**src/rtl/attack_fsm.sv**
```systemverilog
// attack_fsm: frame-timed attack sequencer (startup/active/recovery, aerial landing lag).
// Define JAB_COMBO_EN to let a press during jab ACTIVE/RECOVERY chain into jab2.
module attack_fsm #(
    parameter int LANDING_LAG = 4
) (
    input  logic       clk,
    input  logic       rst,
    input  logic       frame_tick,
    input  logic       grounded,
    input  logic       btn_atk,
    input  logic       btn_up,
    input  logic       btn_down,
    input  logic       btn_left,
    input  logic       btn_right,
    input  logic       hit_stun_active,
    output logic       attack_active,
    output logic       hitbox_active,
    output logic [3:0] atk_anim
);
    localparam int CW = (LANDING_LAG > 15) ? $clog2(LANDING_LAG + 1) : 4;

    typedef enum logic [2:0] {IDLE, STARTUP, ACTIVE, RECOVERY, LANDING} state_t;

    state_t        state, state_n;
    logic [CW-1:0] cnt, cnt_n;
    logic [3:0]    move, move_n, sel, anim_n;
    logic          pending, pending_n, btn_q, rise, aerial, last, combo_ok, aa_n, hb_n;

    function automatic logic [CW-1:0] phase_len(input logic [3:0] m, input state_t p);
        logic [3:0] s, a, r;
        case (m)
            4'd1:    {s, a, r} = {4'd3, 4'd2, 4'd6};
            4'd2:    {s, a, r} = {4'd5, 4'd3, 4'd10};
            4'd3:    {s, a, r} = {4'd4, 4'd4, 4'd8};
            4'd4:    {s, a, r} = {4'd3, 4'd3, 4'd7};
            4'd9:    {s, a, r} = {4'd2, 4'd3, 4'd10};
            default: {s, a, r} = {4'd5, 4'd4, 4'd12};
        endcase
        return CW'(p == STARTUP ? s : p == ACTIVE ? a : r);
    endfunction

    assign rise   = btn_atk & ~btn_q;
    assign aerial = move >= 4'd5 && move <= 4'd8;
    assign last   = cnt <= CW'(1);
    assign sel    = grounded ? (btn_up ? 4'd3 : btn_down ? 4'd4 : (btn_left | btn_right) ? 4'd2 : 4'd1)
                             : (btn_up ? 4'd7 : btn_down ? 4'd8 : (btn_left | btn_right) ? 4'd6 : 4'd5);

`ifdef JAB_COMBO_EN
    assign combo_ok = move == 4'd1 && (state == ACTIVE || state == RECOVERY);
`else
    assign combo_ok = 1'b0;
`endif

    always_comb begin
        state_n   = state;
        cnt_n     = cnt;
        move_n    = move;
        pending_n = pending | (rise & (state == IDLE || combo_ok));
        if (hit_stun_active) begin
            state_n   = IDLE;
            cnt_n     = '0;
            move_n    = 4'd0;
            pending_n = 1'b0;
        end else if (frame_tick) begin
            if (state == IDLE) begin
                if (pending) begin
                    state_n   = STARTUP;
                    move_n    = sel;
                    cnt_n     = phase_len(sel, STARTUP);
                    pending_n = 1'b0;
                end
            end else if (aerial && grounded) begin
                // move is cleared so LANDING no longer counts as an aerial
                state_n = (LANDING_LAG == 0) ? IDLE : LANDING;
                cnt_n   = CW'(LANDING_LAG);
                move_n  = 4'd0;
            end else if (combo_ok && pending) begin
                state_n   = STARTUP;
                move_n    = 4'd9;
                cnt_n     = phase_len(4'd9, STARTUP);
                pending_n = 1'b0;
            end else if (!last) begin
                cnt_n = cnt - CW'(1);
            end else begin
                state_n = state == STARTUP ? ACTIVE : state == ACTIVE ? RECOVERY : IDLE;
                cnt_n   = state_n == IDLE ? '0 : phase_len(move, state_n);
                move_n  = state_n == IDLE ? 4'd0 : move;
            end
        end
        aa_n   = state_n != IDLE;
        hb_n   = state_n == ACTIVE;
        anim_n = state_n == IDLE ? 4'd0 : state_n == LANDING ? 4'd10 : move_n;
    end

    always_ff @(posedge clk or posedge rst) begin
        if (rst) begin
            state         <= IDLE;
            cnt           <= '0;
            move          <= 4'd0;
            pending       <= 1'b0;
            btn_q         <= 1'b0;
            attack_active <= 1'b0;
            hitbox_active <= 1'b0;
            atk_anim      <= 4'd0;
        end else begin
            state         <= state_n;
            cnt           <= cnt_n;
            move          <= move_n;
            pending       <= pending_n;
            btn_q         <= btn_atk;
            attack_active <= aa_n;
            hitbox_active <= hb_n;
            atk_anim      <= anim_n;
        end
    end
endmodule

```
**config.mk**
```make
export PLATFORM = sky130hd
export DESIGN_NAME = attack_fsm
export DESIGN_NICKNAME = d
export VERILOG_FILES = /design/src/rtl/attack_fsm.sv
export SDC_FILE = /design/constraint.sdc
export NUM_CORES = 1
export LEC_CHECK = 0
export ABC_AREA = 1
export CORE_ASPECT_RATIO = 1.4
export CORE_UTILIZATION = 35
export CTS_CLUSTER_DIAMETER = 120
export CTS_CLUSTER_SIZE = 24
export DETAILED_ROUTE_END_ITERATION = 7
export DONT_BUFFER_PORTS = 1
export PLACE_DENSITY = 0.53
export SYNTH_ARGS = -nofsm -noshare
export SYNTH_HDL_FRONTEND = slang
export SYNTH_SLANG_ARGS = --single-unit
```
**constraint.sdc**
```tcl
create_clock -name clk -period 1.6 [get_ports clk]
set_input_delay 0.32 -clock clk [delete_from_list [all_inputs] [get_ports clk]]
set_output_delay 0.32 -clock clk [all_outputs]
set_load 0.01 [all_outputs]
```
==> flow_summary.yaml <==
status:
  outcome: "completed"
worst_setup_path:
  critPathKind: "flip-flop to flip-flop"
  cp.arrival_ns: 1.73
  path_common_cell: "nor2_4"
  crit_fanout: 6
  start_kind: "flip-flop"
  end_kind: "flip-flop"
  critPathRequiredTime_ns: 1.75
  critPathMaxStageDelay_ns: 0.40
  slowest_stage: "dfrtp_1"
  crit_chain: "inv_2 -> ha_4 -> nor2_4 -> nor2_4 -> buf_4 -> nand3_1 -> nand2_2 -> nor2_4 -> nand3_1 -> nand2_1"
place:
  placed_cells: 223
  gp_congestion: 0.824
  hpwlAfterDp_mm: 2.21
  io_buffers: 0
synth:
  synth-main-ff-cell: "dfrtp_1"
  synth_seq_cells: 19
  synth_top_area_share_pct: 38.4
  synth_edf_count: 0
  yosysSeqAreaShare_pct: 38.4
  ys_types: 23
  yosys-top-cells-area: "dfrtp_1 38%, nand2_1 16%, inv_1 8.5%"
  ys_warn_count: 0
  synthCells: 180
  syn_area_mm2: 0.00124
  syn_nets: 192
  syn_area_per_cell_um2: 6.87
  async_reset_ff_share_pct: 100
  yosys.area.top_type: "dfrtp_1"
sta:
  period_share_pct: 98.9
  hold_viol: 0
  finalMaxSlewViolations: 0
  finalSetupViolCount: 0
  worst_pin_slew_ns: 0.316
  skew_ns: 0.000855
  fmax_mhz: 632
  period_needed_ns: 1.58
  max_slew_margin_pct: 78.7
  rsz0062_at_grt: "yes"
  whs_ns: 0.0891
clocking:
  numCtsBuffers: 3
  cts_tree: "yes"
  cts.sinks: 19
  clock-root-buffer: "clkbuf_8"
  clk_latency_ns: 0.25
  clk_pin_slew_worst_paths_ns: 0.07
  htreeDepth: 1
  clockBufferDepth: 2
die:
  dieArea_mm2: 0.00378
  die_w_um: 52.3
  dieHeight_um: 72.4
  start_util_pct: 36.6
  top_level_ports: 16
  rows: 25
  core_area_mm2: 0.00338
grt:
  antenna_found_initial: 0
  grt_pass1_wl_mm: 4.73
  grt-ovfl-total: 0
  grt_max_degree: 20
  grt_usage_pct: 17.0
  grt_pass1_vias: 1120
power_and_ir_drop:
  power_uw: 1270
  p_per_area_mw_per_mm2: 850
  peakVddDrop_mv: 0.726
  p_leak_uw: 0.000814
route:
  final_antenna_net_count: 0
  wl_mm: 2.92
  post_drt_wl_per_cell_um: 12.3
  dr.first_iter.drc_count: 16
  first_pass_iters: 2
  drc: 0
  vias: 1145
  viasPerCell: 4.83
worst_hold_path:
  min_path_type: "primary input to flip-flop"
finish:
  instances_no_fill: 237
  final_cell_mix: "52 x nand2_1, 25 x inv_1, 19 x dfrtp_1, 18 x nor2_1"
  n_antenna_cell: 0
  synthToLayoutAreaGrowth_pct: 21.0
  multi_input_area_um2: 703
  drive_above_1_share_pct: 22.3
  fillers: 354
  regArea_um2: 475
  nNetsFinal: 210
  final_common_cell: "nand2_1"
flow_run:
  maxCapViolations: 0
==> area by class of cell <==
class                   count  share of cell area (%)
flip-flops and latches     19                    31.7
multi-input cells         129                    47.0
clock buffers               4                    3.01
inverters                  31                    7.77
repair buffers             14                    7.18
well taps                  40                    3.34
==> metal layers <==
| layer | part of all wire (%) | global-route usage, % | vias to the layer above |
|---|---|---|---|
| li1 | - | - | 592 |
| met1 | 42 | 19.3 | 531 |
| met2 | 53 | 30.5 | 14 |
| met3 | 2.1 | 1.89 | 8 |
| met4 | 3.3 | 8.48 | 0 |
| met5 | 0 | 0 | - |
==> cells in the mapped netlist, types with 2 or more instances <==
master	number
a21oi_1	8
nand2_1	53
nor2_1	19
nand4_1	2
o21ai_1	2
nand3_1	17
inv_2	3
nor3_2	2
o21a_1	3
o21ai_0	6
inv_1	28
nand2_2	4
dfrtp_1	19
nor2_4	4
ha_1	2
==> sequential cells by signal (all words and copies together), names as in the netlist <==
signal,cells
atk_anim,4
attack_active,1
btn_q,1
cnt,4
hitbox_active,1
move,4
pending,1
state,3
==> power by group <==
group | switching [µW] | internal (µW) | leakage (µW)
combinational | 239 | 161 | 0.000534
clock | 156 | 177 | 0.0000228
sequential | 30.8 | 510 | 0.000257
total | 425 | 848 | 0.000814
==> worst max-delay path: cells and delay by family, from the launching register on <==
family	cells	cell delay, ns
fa+ha+maj	1	0.16
flops	1	0.40
buf+inv	2	0.26
simple gates	7	0.67
==> per-stage QoR <==
stage | TNS [ns] | instance area, µm² | worst slack [ns] | utilization, %
2_1_floorplan | 0 | 1240 | 0.0808 | -
3_3_place_gp | 0 | 1310 | 0.0228 | 38.9
3_5_place_dp | -0.0438 | 1310 | -0.0225 | 38.9
4_1_cts | 0 | 1390 | 0.00490 | 41.0
5_1_grt | -0.659 | 1500 | -0.0986 | 44.3
6_report | 0 | 1500 | 0.0168 | 44.3
==> cell families after synthesis <==
logic type	share of synthesized area (%)
adders and majority gates	2.02
AOI/OAI and AO/OA	8.90
buffers and inverters	9.81
and+or+nand+nor	40.1
DFF	38.4
xor gates and xnor gates	0.708
==> path summary, 6_finish.rpt <==
kind                       startpoint     endpoint  slack (ns)  cells past startpoint
max                            cnt[1]  atk_anim[1]        0.02                     10
min                           btn_atk        btn_q        0.09                      0
max reg2reg                    cnt[1]  atk_anim[1]        0.02                     10
min reg2reg                    cnt[2]       cnt[2]        0.49                      2
max in group asynchronous         rst      move[1]        0.86                      3
min in group asynchronous         rst        btn_q        0.53                      3
==> timing repair <==
item	4_1_cts	5_1_grt
resized for setup	4	12
setup endpoints to repair	5	10
pin swaps	1	9
endpoints found under the hold margin	19	0
buffers inserted	1	8
hold buffers	1	0
No activity file was read; power rests on OpenSTA's default activity.
